==> config.mk <==
export PLATFORM = sky130hd
export DESIGN_NAME = matmul_result_streamer
export DESIGN_NICKNAME = d
export VERILOG_FILES = /design/src/rtl/matmul_result_streamer.sv
export SDC_FILE = /design/constraint.sdc
export NUM_CORES = 1
export LEC_CHECK = 0
export ABC_AREA = 0
export CAP_MARGIN = 10
export CORE_ASPECT_RATIO = 2
export CORE_UTILIZATION = 45
export CTS_BUF_LIST = sky130_fd_sc_hd__clkbuf_8
export DETAILED_ROUTE_END_ITERATION = 8
export PLACE_DENSITY = 0.82
export SYNTH_ARGS = -nofsm -noshare
export SYNTH_HDL_FRONTEND = slang
export SYNTH_SLANG_ARGS = --single-unit
==> constraint.sdc <==
create_clock -name clk -period 2.8 [get_ports clk]
set_input_delay 0.56 -clock clk [delete_from_list [all_inputs] [get_ports clk]]
set_output_delay 0.56 -clock clk [all_outputs]
set_load 0.05 [all_outputs]
==> src/rtl/matmul_result_streamer.sv <==
// Drain stage for the matrix-multiply result: snapshots M x N elements on start_i and streams them row-major.
// Optional running-sum output chk_o is enabled by defining STREAMER_CHECKSUM_EN.
module matmul_result_streamer #(
    parameter  int DATA_WIDTH = 8,
    parameter  int M          = 3,
    parameter  int N          = 3,
    localparam int NE         = M * N,
    localparam int IW         = (NE > 1) ? $clog2(NE) : 1,
    localparam int RW         = (M > 1) ? $clog2(M) : 1,
    localparam int CW         = (N > 1) ? $clog2(N) : 1,
    localparam int SW         = DATA_WIDTH + IW
) (
    input  logic                       clk,
    input  logic                       rst,
    input  logic                       start_i,
    input  logic [NE*DATA_WIDTH-1:0]   res_i,
    output logic                       busy_o,
    output logic                       out_valid_o,
    input  logic                       out_ready_i,
    output logic [DATA_WIDTH-1:0]      out_data_o,
    output logic [RW-1:0]              out_row_o,
    output logic [CW-1:0]              out_col_o,
    output logic                       out_last_o,
`ifdef STREAMER_CHECKSUM_EN
    output logic [SW-1:0]              chk_o,
`endif
    output logic                       overrun_o
);

    typedef enum logic [0:0] {
        S_IDLE   = 1'b0,
        S_STREAM = 1'b1
    } state_t;

    state_t                  r_state;
    logic [DATA_WIDTH-1:0]   r_buf [NE];
    logic [IW-1:0]           r_idx;
    logic [RW-1:0]           r_row;
    logic [CW-1:0]           r_col;
    logic [DATA_WIDTH-1:0]   r_data;
    logic                    r_valid;
    logic                    r_busy;
    logic                    r_last;
    logic                    r_overrun;
    logic [SW-1:0]           r_chk;

    logic                    w_accept;
    logic                    w_final;
    logic                    w_capture;
    logic [IW-1:0]           w_idx_nx;
    logic [RW-1:0]           w_row_nx;
    logic [CW-1:0]           w_col_nx;
    logic                    w_last_nx;
    logic [DATA_WIDTH-1:0]   w_data_nx;

    // Handshake decode and next-element address; row/col step alongside idx so no divider is needed.
    always_comb begin
        w_accept  = r_valid & out_ready_i;
        w_final   = w_accept & r_last;
        w_capture = start_i & ((r_state == S_IDLE) | w_final);
        w_idx_nx  = r_idx + {{(IW-1){1'b0}}, 1'b1};
        w_last_nx = (w_idx_nx == IW'(NE - 1));
        w_data_nx = r_buf[w_idx_nx];
        if (r_col == CW'(N - 1)) begin
            w_col_nx = {CW{1'b0}};
            w_row_nx = r_row + {{(RW-1){1'b0}}, 1'b1};
        end else begin
            w_col_nx = r_col + {{(CW-1){1'b0}}, 1'b1};
            w_row_nx = r_row;
        end
    end

    // Stream FSM: capture on start, advance on accepted beats, chain a new capture onto the final beat.
    always_ff @(posedge clk or negedge rst) begin
        if (!rst) begin
            r_state   <= S_IDLE;
            r_idx     <= {IW{1'b0}};
            r_row     <= {RW{1'b0}};
            r_col     <= {CW{1'b0}};
            r_data    <= {DATA_WIDTH{1'b0}};
            r_valid   <= 1'b0;
            r_busy    <= 1'b0;
            r_last    <= 1'b0;
            r_overrun <= 1'b0;
            r_chk     <= {SW{1'b0}};
        end else begin
            if (start_i && !w_capture) begin
                r_overrun <= 1'b1;
            end
            if (w_capture) begin
                for (int e = 0; e < NE; e++) begin
                    r_buf[e] <= res_i[e*DATA_WIDTH +: DATA_WIDTH];
                end
                r_state <= S_STREAM;
                r_idx   <= {IW{1'b0}};
                r_row   <= {RW{1'b0}};
                r_col   <= {CW{1'b0}};
                r_data  <= res_i[0 +: DATA_WIDTH];
                r_valid <= 1'b1;
                r_busy  <= 1'b1;
                r_last  <= (NE == 1);
                r_chk   <= SW'(res_i[0 +: DATA_WIDTH]);
            end else if (w_final) begin
                r_state <= S_IDLE;
                r_idx   <= {IW{1'b0}};
                r_row   <= {RW{1'b0}};
                r_col   <= {CW{1'b0}};
                r_valid <= 1'b0;
                r_busy  <= 1'b0;
                r_last  <= 1'b0;
            end else if (w_accept) begin
                r_idx   <= w_idx_nx;
                r_row   <= w_row_nx;
                r_col   <= w_col_nx;
                r_data  <= w_data_nx;
                r_last  <= w_last_nx;
                // Sum includes the element now presented, so it is the full total on the last beat.
                r_chk   <= r_chk + SW'(w_data_nx);
            end else begin
                r_state <= r_state;
            end
        end
    end

    assign busy_o      = r_busy;
    assign out_valid_o = r_valid;
    assign out_data_o  = r_data;
    assign out_row_o   = r_row;
    assign out_col_o   = r_col;
    assign out_last_o  = r_last;
    assign overrun_o   = r_overrun;
`ifdef STREAMER_CHECKSUM_EN
    assign chk_o       = r_chk;
`endif

endmodule

==> summary.md <==
| Metric | Value |
|---|---|
| Int Power | between 2 and 3 mW |
| CTS Buf Count | 9 |
| Place WS | 0.413 ns |
| Critical Path RT | between 2 and 2.5 ns |
| Top post-synthesis cells by count | edfxtp_1 (72), nand2_1 (24), dfrtp_1 (19), nor3_1 (15), nor2_1 (14) |
| Status | finished, final reports clean |
| Syn-to-layout area delta | 32.4% |
| Worst-margin pin slew | 1.03 ns |
| Initial DRC Count | between 200 and 250 |
| Setup Skew | 0.0162 ns |
| Sw frac | between 30% and 40% |
| DRT Pass-1 Iters | 5 |
| Post-CTS Hold Buffers | 0 |
| Post-CTS Resized | 0 |
| Arrival time at the worst endpoint | 1.89 ns |
| Area fraction of the dominant cell type after synthesis | 56.1% |
| Met3 usage | 3.97% |
| I/O pin count | 92 |
| Pin count of the biggest net entering global routing | 55 |
| Buffer and inverter count on the worst path | 1 |
| Placed cell count | 454 |
| First-pass GRT wire length | 13500 um |
| Combinational group share of total power | 43.7% |
| Via density | roughly 5.7 |
| Register area share after synthesis | about two thirds |
| CP Class | reg -> out |
| CP top delay family | buffers and inverters |
| Maximum capacitance violations | 0 |
| Root buffer selected by CTS | clkbuf_8 |
| Hold Path Class | reg -> reg |
| Chip Height | 133 um |
| WHS | just over 0.5 ns |
| Clk pwr share | between 10% and 20% |
| Most used DFF post-synth | edfxtp_1 |
| Max Freq | 408 MHz |
| Global-route usage over all layers | 21.5% |
| Post-CTS Repair Setup Buffers | 0 |
| Syn Inst Count | 275 |
| Maximum fanout along the worst path | 15 |
| Avg Cell Area, Syn | 14.0 sq um |
| Critical Path Start Type | flip-flop |
| Initial Util | 46.5% |
| Post-layout minimum cycle time | approximately 2.5 ns |
| Setup-failing EPs final | 0 |
| Fillers | 622 |
| Max rail drop VDD | 0.000508 V |
| H-Tree Depth | 3 |
| Wire per inst | about 18 um |
| CTS tree | done |
| Pleak | 1.78 nW |
| Yosys reg bits | 91 |
| Largest stage delay on the critical path | 0.89 ns |
| Post-route cell area | 0.00510 sq mm |
| PD cells | roughly 950 mW/mm^2 |
| Number of global-route vias before repair | between 2000 and 3000 |
| Fin. max-slew vios | 0 |
| Total global routing overflow | 0 |
| Register Area | 0.00264 sq mm |
| Distinct cells, synth | 44 |
| EDFF count, synth | 72 |
| Post-DRT Antenna Nets | 0 |
| Ys async rst share | 20.9% |
| Synth area leader | edfxtp_1 |
| Utilization after layout | 61.5% |
| Mapped Area | around 0.0039 sq mm |
| DIE AREA | 0.00896 sq mm |
| Clk sink count | 91 |
| Dominant cells by area after synthesis | edfxtp_1 (56%), dfrtp_1 (12%), mux2i_1 (2.6%) |
| Final wirelength | 8580 um |
| Port bufs | 91 |
| Dpl hpwl | 6410 um |
| Fin Setup TNS | 0 ns |
| Number of diodes | 0 |
| Rows | 47 |
| Switching pwr | 1.89 mW |
| Share of layout cells above drive strength 1 | 10.2% |
| Fin cells | 470 |
| CP max-delay cell | clkdlybuf4s50_1 |
| Slew margin rel. | just over 30% |
| Tcrit/Tclk final | 87.6% |
| Later-pin clock latency in the skew report | 0.37 ns |
| Grt met1 use | a little under a quarter |
| Reg clk slew, reported paths | 0.10 ns |
| Via count | roughly 2700 |
| Area of the multi-input gates | approximately 0.0011 sq mm |
| Global route hottest layer | met2 |
| Crit path setup slack, layout | 0.348 ns |
| Post-synth net total | 353 |
| Fin nets | between 400 and 500 |
| Routability cong. | 0.852 |
| Synth warn | 0 |
| Most frequent cell after synthesis | edfxtp_1 |
| Clock Path Buffers | 2 |
| Pwr Total | 4.84 mW |
| Crit. End Element | primary output |
| Crit-path cells | clkdlybuf4s50_1 |
| Initial antenna violation count | 0 |
| M2 GR Usage | 37.3% |
| Number of remaining DRC errors | 0 |
| Sequential fraction of design power | ~38% |
| Horiz. Die Dim | 67.4 um |
| Final Hold Fails | 0 |
| Area of the core | 0.00829 sq mm |
| RSZ-0062 raised after global routing | no |
| Placed cell area | 0.00490 sq mm |
## path summary, 6_finish.rpt
path / from / end / slack [ns] / depth (start not counted)
max in group asynchronous: rst / r_idx[3]$_DFFE_PN0P_ / 2.03 / 2
min in group asynchronous: rst / out_col_o[1]$_DFFE_PN0P_ / 0.56 / 2
worst max register to register: r_idx[0]$_DFFE_PN0P_ / out_data_o[6]$_DFFE_PN0P_ / 0.54 / 5
worst min-delay path: overrun_o$_DFFE_PN0P_ / overrun_o$_DFFE_PN0P_ / 0.51 / 1
worst min register to register: overrun_o$_DFFE_PN0P_ / overrun_o$_DFFE_PN0P_ / 0.51 / 1
worst max-delay path: out_last_o$_DFFE_PN0P_ / out_last_o / 0.35 / 1
## cell families (layout without fill, tap and decap cells)
| family | count (synthesis) | after routing | synth area share (%) |
|---|---|---|---|
| flops | 91 | 91 | 68.4 |
| simple gates | 84 | 84 | 11.1 |
| compound gates | 54 | 54 | 10.6 |
| buf+inv | 21 | 118 | 2.63 |
| mux | 19 | 19 | 5.52 |
| xor+xnor | 4 | 4 | 1.10 |
| fa+ha+maj | 2 | 2 | 0.649 |
## flip-flops by register name (all words and copies together) (netlist names)
register,flops
r_idx,4
overrun_o,1
out_data_o,8
r_buf,72
out_col_o,2
out_row_o,2
out_last_o,1
busy_o,1
## power groups by stage
stage	clock network (mW)	logic [mW]	registers (mW)
after floorplan	0	1.20	2.10
after global placement	0	2.07	1.86
after detailed placement	0	2.12	1.87
after CTS	0.909	2.13	1.84
after global routing	0.952	2.27	1.86
final	0.888	2.11	1.84
## cell usage in the layout, fill, tap and decap left out, drive strengths merged, types with 9 or more instances in the layout
master	netlist	routed
mux2i	10	10
clkbuf	6	9
and3	9	9
nand2	24	24
nor2	14	14
dfrtp	19	19
clkdlybuf4s50	0	91
nor3	15	15
edfxtp	72	72
o21ai	9	9
o22ai	10	10
## area by class of cell
cell class / count / area share [%]
clock buffers: 9 / 2.43
clock inverters: 7 / 1.50
inverters: 3 / 0.221
multi-input cells: 163 / 22.2
flip-flops and latches: 91 / 51.7
well taps: 98 / 2.40
repair buffers: 99 / 19.5
## layer usage
layer | vias up | wire [um]
met3 | 25 | 383
met1 | 1299 | 2880
met5 | - | 0
met2 | 110 | 4910
met4 | 0 | 406
li1 | 1255 | -
(Power assumes the default switching activity.)
